**config.mk**
```make
export PLATFORM = sky130hd
export DESIGN_NAME = line_clear_engine
export DESIGN_NICKNAME = d
export VERILOG_FILES = /design/src/rtl/line_clear_engine.sv
export SDC_FILE = /design/constraint.sdc
export NUM_CORES = 1
export LEC_CHECK = 0
export BUFFER_PORTS_ARGS = -buffer_cell sky130_fd_sc_hd__buf_2
export CORE_ASPECT_RATIO = 0.5
export CORE_MARGIN = 2
export CORE_UTILIZATION = 23
export DETAILED_ROUTE_END_ITERATION = 8
export PLACE_DENSITY = 0.49
export SLEW_MARGIN = 20
export SYNTH_ARGS = -nofsm -noshare
export SYNTH_HDL_FRONTEND = slang
export SYNTH_SLANG_ARGS = --single-unit
```
**constraint.sdc**
```tcl
create_clock -name i_clk -period 2.2 [get_ports i_clk]
set_input_delay 0.44 -clock i_clk [delete_from_list [all_inputs] [get_ports i_clk]]
set_output_delay 0.44 -clock i_clk [all_outputs]
set_load 0.03 [all_outputs]
```
**src/rtl/line_clear_engine.sv**
```systemverilog
// Row-clear controller for the playfield grid memory: scans bottom-up, removes
// full rows by shifting everything above them down one row and zero-filling row 0.
module line_clear_engine #(
    parameter int DATA_WIDTH = 8,
    parameter int ADDR_WIDTH = 8,
    parameter int ROWS       = 20,
    parameter int CNT_WIDTH  = 5
) (
    input  logic                  i_clk,
    input  logic                  i_rst_n,
    input  logic                  i_start,
    output logic                  o_busy,
    output logic                  o_done,
    output logic [CNT_WIDTH-1:0]  o_lines_cleared,
    output logic [ADDR_WIDTH-1:0] o_mem_addr_b,
    input  logic [DATA_WIDTH-1:0] i_mem_q_b,
    output logic [ADDR_WIDTH-1:0] o_mem_addr_a,
    output logic [DATA_WIDTH-1:0] o_mem_data_a,
    output logic                  o_mem_we_a
);

    // state   | meaning
    // IDLE    | waiting for start
    // RD      | read address = row
    // CHK     | test row data for full
    // SH_RD   | read address = dst-1
    // SH_WR   | write row dst-1 into dst
    // CLR_TOP | zero row 0, count the cleared line, rescan row
    // DONE    | one-cycle done pulse
    typedef enum logic [2:0] {
        S_IDLE, S_RD, S_CHK, S_SH_RD, S_SH_WR, S_CLR_TOP, S_DONE
    } state_t;

    state_t                r_state, w_state_nxt;
    logic [ADDR_WIDTH-1:0] r_row, w_row_nxt;
    logic [ADDR_WIDTH-1:0] r_dst, w_dst_nxt;
    logic [CNT_WIDTH-1:0]  r_cnt, w_cnt_nxt;
    logic [ADDR_WIDTH-1:0] r_addr_b_hold;
    logic                  w_full;

    assign w_full = &i_mem_q_b;

    always_ff @(posedge i_clk) begin
        if (!i_rst_n) begin
            r_state       <= S_IDLE;
            r_row         <= '0;
            r_dst         <= '0;
            r_cnt         <= '0;
            r_addr_b_hold <= '0;
        end else begin
            r_state       <= w_state_nxt;
            r_row         <= w_row_nxt;
            r_dst         <= w_dst_nxt;
            r_cnt         <= w_cnt_nxt;
            r_addr_b_hold <= o_mem_addr_b;
        end
    end

    always_comb begin
        w_state_nxt     = r_state;
        w_row_nxt       = r_row;
        w_dst_nxt       = r_dst;
        w_cnt_nxt       = r_cnt;
        o_mem_addr_b    = r_addr_b_hold;
        o_mem_addr_a    = '0;
        o_mem_data_a    = '0;
        o_mem_we_a      = 1'b0;
        o_done          = 1'b0;
        o_busy          = (r_state != S_IDLE);
        o_lines_cleared = r_cnt;
        case (r_state)
            S_IDLE: begin
                if (i_start) begin
                    w_row_nxt   = ADDR_WIDTH'(ROWS - 1);
                    w_cnt_nxt   = '0;
                    w_state_nxt = S_RD;
                end
            end
            S_RD: begin
                o_mem_addr_b = r_row;
                w_state_nxt  = S_CHK;
            end
            S_CHK: begin
                if (w_full) begin
                    if (r_row != '0) begin
                        w_dst_nxt   = r_row;
                        w_state_nxt = S_SH_RD;
                    end else begin
                        w_state_nxt = S_CLR_TOP;
                    end
                end else if (r_row != '0) begin
                    w_row_nxt   = r_row - ADDR_WIDTH'(1);
                    w_state_nxt = S_RD;
                end else begin
                    w_state_nxt = S_DONE;
                end
            end
            S_SH_RD: begin
                o_mem_addr_b = r_dst - ADDR_WIDTH'(1);
                w_state_nxt  = S_SH_WR;
            end
            S_SH_WR: begin
                // Write is gated by reset so an aborting reset never lands a shift.
                if (i_rst_n) begin
                    o_mem_we_a   = 1'b1;
                    o_mem_addr_a = r_dst;
                    o_mem_data_a = i_mem_q_b;
                end
                if (r_dst == ADDR_WIDTH'(1)) begin
                    w_state_nxt = S_CLR_TOP;
                end else begin
                    w_dst_nxt   = r_dst - ADDR_WIDTH'(1);
                    w_state_nxt = S_SH_RD;
                end
            end
            S_CLR_TOP: begin
                o_mem_we_a  = i_rst_n;
                w_cnt_nxt   = r_cnt + CNT_WIDTH'(1);
                w_state_nxt = S_RD;
            end
            S_DONE: begin
                o_done      = 1'b1;
                w_state_nxt = S_IDLE;
            end
            default: w_state_nxt = S_IDLE;
        endcase
    end

endmodule

```
* Word-level counts from Yosys, hierarchy flattened *
Cells that the tools add are included.

storage, ports and cells
  register bits after elaboration = 32
  input port bits = 11
  output and inout port bits = 32
  logic and storage cells = 54

operators by class
  $add $sub $neg = 3
  eq/ne operators = 12
  mux-type cells = 24
  reductions and logical operators = 10

operators with widths
  operator               number
  $mux W8                10
  $pmux W8 S2            3
  $pmux W3 S6            1
  $sub A8 B1 Y8 const B  2
  $mux W3                5
  $ne A2 B2 Y1 const B   5
  $pmux W5 S2            1
  $eq A3 B3 Y1 const B   3
  $eq A8 B1 Y1 const B   1
  $reduce_and A4 Y1      2
  $reduce_and A8 Y1      1
  $reduce_bool A8 Y1     1
  $eq A3 B2 Y1 const B   2
  $reduce_bool A2 Y1     3
  $add A5 B1 Y5 const B  1
  $mux W5                1
  $eq A3 B1 Y1 const B   1
  $logic_not A3 Y1       1
  $reduce_bool A3 Y1     1
  $mux W1                2
  $pmux W1 S2            1
  $reduce_and A2 Y1      1

* Depth between registers and ports, before layout *
Gate-level depths: netlist of the first run.

  depth after elaboration = 4
  depth in mapped cells = 9
  mapped depth without buffers = 9

* Least setup slack after synthesis of the first run *
OpenSTA, ideal clock, no wires.

  path type = register to output
  from = reg r_state[0]
  to = out o_mem_addr_b[0]
  data arrival time = 1.760 ns
  data required time = 1.760 ns
  path slack = 0.000 ns
  cell stages (with the launch flop) = 6
  buffers on the path = 3
  path through = dfxtp_1 -> clkbuf_1 -> nand2b_1 -> clkbuf_1 -> clkbuf_1 -> o21ai_0

between the ends
  longest elaborated chain between the ends = 2
  elaborated cells on any way between the ends = 3
  those cells by class = eq/ne (2); mux (1)

ends and longest elaborated chain
  element                                              RTL line  RTL
  start, declared                                      34        state_t r_state, w_state_nxt;
  start signal, assigned                               51        r_state <= w_state_nxt;
  $eq A3 B2 Y1 / $eq A3 B1 Y1 (equally long branches)  71        case (r_state)
  $pmux W8 S2 (*)                                      71
  end, declared                                        15        output logic [ADDR_WIDTH-1:0] o_mem_addr_b,

Every way passes the cells marked *; elsewhere a longest branch is shown, timed or not.

* Worst setup path after layout of the first run *
  from = reg r_dst[5]
  to = out o_mem_addr_b[6]

between the ends
  longest elaborated chain between the ends = 2

ends and longest elaborated chain
  element                 RTL line  RTL
  start, declared         36        logic [ADDR_WIDTH-1:0] r_dst, w_dst_nxt;
  start signal, assigned  53        r_dst <= w_dst_nxt;
  $sub A8 B1 Y8           99        o_mem_addr_b = r_dst - ADDR_WIDTH'(1);
  $pmux W8 S2             71

Every way passes these cells.

==> reports/qor.txt, run 1 <==
Rel. slew slack: 65.7%
RSZ-0062 raised after global routing: yes
Fillers: 841
Synthesized flop and latch total: 32
Final core occ: 33.9%
Total Power: 1.94 mW
Vias per cell: 4.80
Chip height: 68.7 um
Clock skew: 6.82 ps
FFs w/ async S/R, synth: 0%
Grt ovf: 0
CP Class: flip-flop to primary output
Register-to-register setup slack: 150 ps
Crit. End Element: primary output
Fmax achieved: 460 MHz
WHS Path Cells: 1
WL per Instance: 13.8 um
Clock latency at the later pin of the worst-skew pair: 270 ps
Placer Congestion: 0.848
Mapped Avg Cell Area: 7.83 um2
CTS Hold Bufs: 0
XOR/XNOR Fraction of Synth Area: 4.55%
Sequential area share after synthesis: 33.2%
Core box area: 0.00806 mm2
R2R Path End: r_dst[6]
Layout cells sized above 1: 38.1%
Hold Fails Final Rpt: 0
Reg clk slew, reported paths: 60 ps
Place WS: 92.9 ps
TritonCTS Buffers: 5
Ys flop type: dfxtp_1
Final instance area: 0.00273 mm2
Final WL: 5.79 mm
Buffers on Ports: 42
Depth of the CTS H-tree: 2
Fin worst setup slack: 25.6 ps
Vias in the first global route: 1,852
Post-synth EDFFs: 0
Largest family of logic cells by synthesized area: simple AND/OR/NAND/NOR gates
Post-route ant nets: 0
CTS tree: done
RR Startpoint: r_row[3]
First-pass GRT wire length: 9.35 mm
Die area: 0.00917 mm2
Crit-path slowest cell: nor4_4
Outcome: complete, no violations
Compound-cell area share of the yosys netlist: 19.2%
Library cells used by synthesis: 49
Finished Layout Cells: 419
Multi-input logic area: 0.00127 mm2
Final slew viol count: 0
Reg2Reg Depth: 6
GR Util All Layers: 13.0%
Arrival time at the worst endpoint: 1730 ps
Via count: 2,010
Tcrit/Tclk final: 98.8%
Hold slack: 465 ps
Hold Path Class: flip-flop to flip-flop
Clock buffer depth: 2
TNS Setup: 0 ps
Clk sinks: 32
P&R area growth vs syn: 41.6%
CTS Root Cell: clkbuf_16
# diodes: 0
Measured slew at the worst slew-check pin: 510 ps
Placed cells: 405
Mapped Cells: 246
Initial antenna violation count: 0
Floorplan row count: 23
Final setup viols: 0
Synth Area in Adders: 3.25%
Mapped Area: 0.00193 mm2
CP Cell Sequence: nor4_4, nand2_1, xor2_2, o221ai_2, buf_4
Period minus WS final: 2170 ps
Synth Area in Simple Gates: 32.0%
Die W: 133 um
Slowest Stage Delay on Critical Path: 390 ps
Number of max-cap violations: 0
Post-Syn Nets: 262
Mux cell area share after synthesis: 1.69%
Largest net degree at the start of global routing: 17
DR iter-0 viols: 112
PwrDens: 710 mW/mm2
Layout Nets: 322
Crit-path max FO: 4
DRT Pass-1 Iters: 4
Post-DP HPWL: 4.31 mm
I/O pin total: 43
WHS Endpoint: o_lines_cleared[4]
CP Data Required Time: 1760 ps
Placed Area: 0.00237 mm2
DRC errors left: 0
CP Launch Type: flip-flop
Starting density of the core: 23.9%
VDD IR-drop max: 335 uV
Hold Crit Start: o_lines_cleared[4]
Yosys warning total: 0
Register area: 648 um2
Leakage Power: 1.24 nW
[cell usage after synthesis, types with 2 or more instances]
master     n  area share, %
nand3_1    6            1.6
buf_6      2            1.2
nor3_1     6            1.6
dfxtp_1   32             33
o21ai_0    8            2.1
xor2_1     6            2.7
nor4_1     3           0.97
a211o_2    6            3.1
mux2_2     2            1.2
nand4_1    5            1.6
o221ai_1   3            1.4
a21oi_1   16            4.2
nand3b_1   2           0.78
xnor2_1    4            1.8
nand2b_1   2           0.65
a31oi_1    2           0.65
clkbuf_1  15            2.9
or3_1      2           0.65
and2_1     9            2.9
nor3b_1    4            1.6
nand2_1   27            5.3
ha_1       5            3.2
and3_1    15            4.9
nor2_1    31            6.0
inv_1      9            1.8
[logic make-up after synthesis]
family / after synthesis
buffers and inverters: 27
xor gates and xnor gates: 10
DFF: 32
adders and majority gates: 5
AOI/OAI and AO/OA: 49
muxes: 3
and+or+nand+nor: 120
[worst max-delay path by stage]
stage                     startpoint               to  slack (ps)  cells past startpoint
after detailed placement    r_dst[0]  o_mem_addr_b[4]          90                      7
after floorplan           r_state[0]  o_mem_addr_b[0]        -0.4                      5
after CTS                   r_dst[2]  o_mem_addr_b[7]          20                      5
after global routing        r_dst[5]  o_mem_addr_b[6]         -60                      5
final                       r_dst[5]  o_mem_addr_b[6]          30                      5
after global placement      r_dst[0]  o_mem_addr_b[4]          40                      7
[routing by layer]
metal,up-vias,share of wire [%],global-route usage (%)
met1,946,49,17.1
met5,-,0,0
met3,6,4.3,2.85
met2,72,45,21.9
li1,986,-,-
met4,0,1.0,3.59
[sequential cells by signal (all words and copies together) (netlist names)]
name             count
r_dst                8
r_state              3
r_row                8
r_addr_b_hold        8
o_lines_cleared      5
[placed cells by master (no fill, tap or decap), drive strengths merged, types with 2 or more instances in the layout]
cell type and count:
a21oi 17, o21ai 8, nand4 5, inv 9, and3 15, nand3b 2
or3 3, ha 5, and2 10, nor2 31, o221ai 3, clkbuf 7
nor3 6, nor3b 4, xor2 6, xnor2 4, mux2 2, nand3 6
nand2b 2, nand2 27, nor4 3, a31oi 4, dfxtp 32, a211o 7
buf 71
[report_power, final]
part	internal [mW]	total [mW]	switching [mW]
Clock	0.596	0.847	0.251
Combinational	0.186	0.454	0.268
Sequential	0.612	0.636	0.0237
Total	1.39	1.94	0.543
[critical path, delay by kind of cell (launching register included)]
kind                      cells  cell delay [ps]
AOI/OAI and AO/OA             1              190
xor gates and xnor gates      1              180
DFF                           1              360
buffers and inverters         1              190
and+or+nand+nor               2              530
[layout make-up]
class                   count  share of cell area [%]
multi-input cells         187                    46.7
flip-flops and latches     32                    23.8
repair buffers             71                    16.3
clock buffers               7                    5.59
well taps                 112                    5.14
inverters                   9                    1.42
clock inverters             1                    1.10
[timing repair]
item	4_1_cts	5_1_grt
pin swaps	3	3
setup buffers	4	2
resized for setup	23	13
endpoints found under the setup margin	5	6
Power figures use the tool's default switching activity.
==> run 2, diff against run 1 <==
==> constraint.sdc (replaced) <==
create_clock -name i_clk -period 1.9 [get_ports i_clk]
set_input_delay 0.38 -clock i_clk [delete_from_list [all_inputs] [get_ports i_clk]]
set_output_delay 0.38 -clock i_clk [all_outputs]
set_load 0.03 [all_outputs]
==> run 2 against run 1 <==
Compared with the run above: the run now ends with negative setup slack left; worst hold slack worse by 2.0 ps; die area unchanged; final cell count grew 7.2%; sequential power increased by 17%; core utilization rose by 8.4 points; setup slack got worse by 200 ps; sequential cell count unchanged; power is 16% higher; critical endpoint is now o_mem_addr_b[4]; largest cell class unchanged; highest routed layer unchanged.
==> reports/qor.txt, run 2 (synthesis results as in run 1) <==
Cell internal pwr: 1.54 mW (was 1.39 mW)
Crit path buf inv count: 2 (was 1)
Initial antenna violation count: 0 (unchanged)
Tcrit/Tclk final: 109%
CTS Hold Bufs: 0 (unchanged)
Hold Path Class: flip-flop to flip-flop (unchanged)
I/O pin total: 43 (unchanged)
Crit. End Element: primary output (unchanged)
Family with the most delay on the worst path: flip-flops (was simple AND/OR/NAND/NOR gates)
Starting density of the core: 23.9% (unchanged)
Hold slack: 463 ps (was 465 ps)
Top flop regs: r_addr_b_hold (8), r_dst (8), r_row (8) (unchanged)
Number of max-cap violations: 0 (unchanged)
Clk pwr share: 36.1% (was 43.7%)
Fin worst setup slack: -178 ps (was 25.6 ps)
Layout cells sized above 1: 55.8% (was 38.1%)
Total Power: 2.25 mW (was 1.94 mW)
Gate power share: 30.9% (was 23.4%)
TritonCTS Buffers: 5 (unchanged)
RSZ-0062 raised after global routing: yes (unchanged)
Seq pwr share: 33.0% (was 32.8%)
Post-DP HPWL: 4.62 mm (was 4.31 mm)
Via count: 2,146 (was 2,010)
Post-route ant nets: 0 (unchanged)
Clock buffer depth: 2 (unchanged)
Clock skew: 5.37 ps (was 6.82 ps)
Reg2Reg Depth: 7 (was 6)
Rel. slew slack: 61.9% (was 65.7%)
Largest net degree at the start of global routing: 19 (was 17)
Period minus WS final: 2080 ps
Sw frac: 31.2% (was 28.1%)
Final slew viol count: 0 (unchanged)
WHS Endpoint: o_lines_cleared[4] (unchanged)
VDD IR-drop max: 358 uV (was 335 uV)
Commonest non-fill, non-tap cells in the layout: buf_4, nor2_1, buf_6, nand2_1, dfxtp_1 (was buf_2, buf_4, nor2_1, dfxtp_1, nand2_1)
Crit-path slowest cell: dfxtp_4 (was nor4_4)
Crit-path max FO: 3 (was 4)
First-pass GRT wire length: 10.3 mm (was 9.35 mm)
RR Startpoint: r_row[6] (was r_row[3])
CP Data Required Time: 1520 ps (was 1760 ps)
DRC errors left: 0 (unchanged)
Vias per cell: 4.78 (was 4.80)
Slowest Stage Delay on Critical Path: 360 ps (was 390 ps)
Reg clk slew, reported paths: 50 ps (was 60 ps)
Outcome: complete, but fails checks (was complete, no violations)
Die W: 133 um (unchanged)
CTS tree: done (unchanged)
Hold Crit Start: o_lines_cleared[4] (unchanged)
P&R area growth vs syn: 76.6% (was 41.6%)
Layout Nets: 352 (was 322)
WL per Instance: 15.5 um (was 13.8 um)
Floorplan row count: 23 (unchanged)
Chip height: 68.7 um (unchanged)
Placer Congestion: 0.847 (was 0.848)
Fillers: 790 (was 841)
R2R Path End: r_dst[6] (unchanged)
GR Util All Layers: 14.6% (was 13.0%)
CP Class: flip-flop to primary output (unchanged)
CTS Root Cell: clkbuf_16 (unchanged)
Final core occ: 42.2% (was 33.9%)
Measured slew at the worst slew-check pin: 568 ps (was 510 ps)
Placed cells: 421 (was 405)
WHS Path Cells: 1 (unchanged)
CP Launch Type: flip-flop (unchanged)
TNS Setup: -967 ps (was 0 ps)
Register area: 664 um2 (was 648 um2)
Multi-input logic area: 0.00154 mm2 (was 0.00127 mm2)
Depth of the CTS H-tree: 2 (unchanged)
Leakage Power: 1.46 nW (was 1.24 nW)
CP Cell Sequence: inv_4, ha_4, nor3b_4, xnor2_2, a21oi_2, mux2_4, buf_6 (was nor4_4, nand2_1, xor2_2, o221ai_2, buf_4)
Finished Layout Cells: 449 (was 419)
Fmax achieved: 481 MHz
Core box area: 0.00806 mm2 (unchanged)
Buffers on Ports: 42 (unchanged)
Register-to-register setup slack: -50 ps (was 150 ps)
Final setup viols: 14 (was 0)
DRT Pass-1 Iters: 4 (unchanged)
PwrDens: 660 mW/mm2 (was 710 mW/mm2)
Sw Pwr: 0.701 mW (was 0.543 mW)
Die area: 0.00917 mm2 (unchanged)
Clock latency at the later pin of the worst-skew pair: 280 ps (was 270 ps)
DR iter-0 viols: 92 (was 112)
# diodes: 0 (unchanged)
Vias in the first global route: 2,064 (was 1,852)
Hold Fails Final Rpt: 0 (unchanged)
Arrival time at the worst endpoint: 1700 ps (was 1730 ps)
Clk sinks: 32 (unchanged)
Commonest non-fill, non-tap cell in the layout: buf_4 (was buf_2)
Final WL: 6.95 mm (was 5.79 mm)
Failing checks: negative setup slack
Grt ovf: 0 (unchanged)
-- run 2: worst max path at each step --
stage / startpoint / slack [ps] / end / depth (start not counted)
global route: r_dst[3] / -260 / o_mem_addr_b[6] / 6
floorplan: r_state[0] / -240 / o_mem_addr_b[0] / 5
finish: r_dst[1] / -180 / o_mem_addr_b[4] / 7
detailed placement: r_row[6] / -60 / r_dst[2] / 6
CTS: r_dst[1] / -200 / o_mem_addr_b[4] / 7
global placement: r_dst[2] / -30 / o_mem_addr_b[6] / 6
-- run 2: metal layers --
metal  part of all wire (%)  track usage, %  vias up  wire [um]
met2                     52            27.9       24       3600
li1                       -               -     1049          -
met3                    1.8            2.27        9        126
met5                      0               0        -          0
met4                    1.3            5.19        0         93
met1                     45            17.3     1064       3130
-- run 2: per-stage QoR --
step	setup slack [ps]	cell area [um2]
after CTS	-195	3170
after floorplan	-240	1950
final	-178	3400
after global placement	-27.0	2510
after detailed placement	-55.9	2510
after global routing	-262	3400
-- run 2: power groups by stage --
stage	sequential, mW	clock (mW)	combinational, mW
6_report	0.741	0.811	0.694
3_5_place_dp	0.753	0	0.524
4_1_cts	0.739	0.821	0.601
2_1_floorplan	0.748	0	0.350
5_1_grt	0.745	0.837	0.746
3_3_place_gp	0.751	0	0.517
-- run 2: area by class of cell --
cell class                      instances  share of cell area [%]
Clock buffer                            8                    4.30
Inverter                                9                    1.14
Multi-Input combinational cell        187                    45.3
Sequential cell                        32                    19.5
Tap cell                              112                    4.12
Timing Repair Buffer                  101                    25.6
-- run 2: worst reg2reg max path, stage by stage, from the launching register on --
cell and delay (ps):
dfxtp_2 320, or4_1 520, or3_4 380, a31oi_4 180
buf_12 160, buf_8 110, a211o_1 130, a21oi_2 50
-- run 2: what timing repair did --
item                                    in CTS  in global routing
gates resized for setup                     95                 50
pin swaps                                   22                 20
buffers inserted                            15                  5
endpoints found under the setup margin      32                 37
cloned                                       2                  0
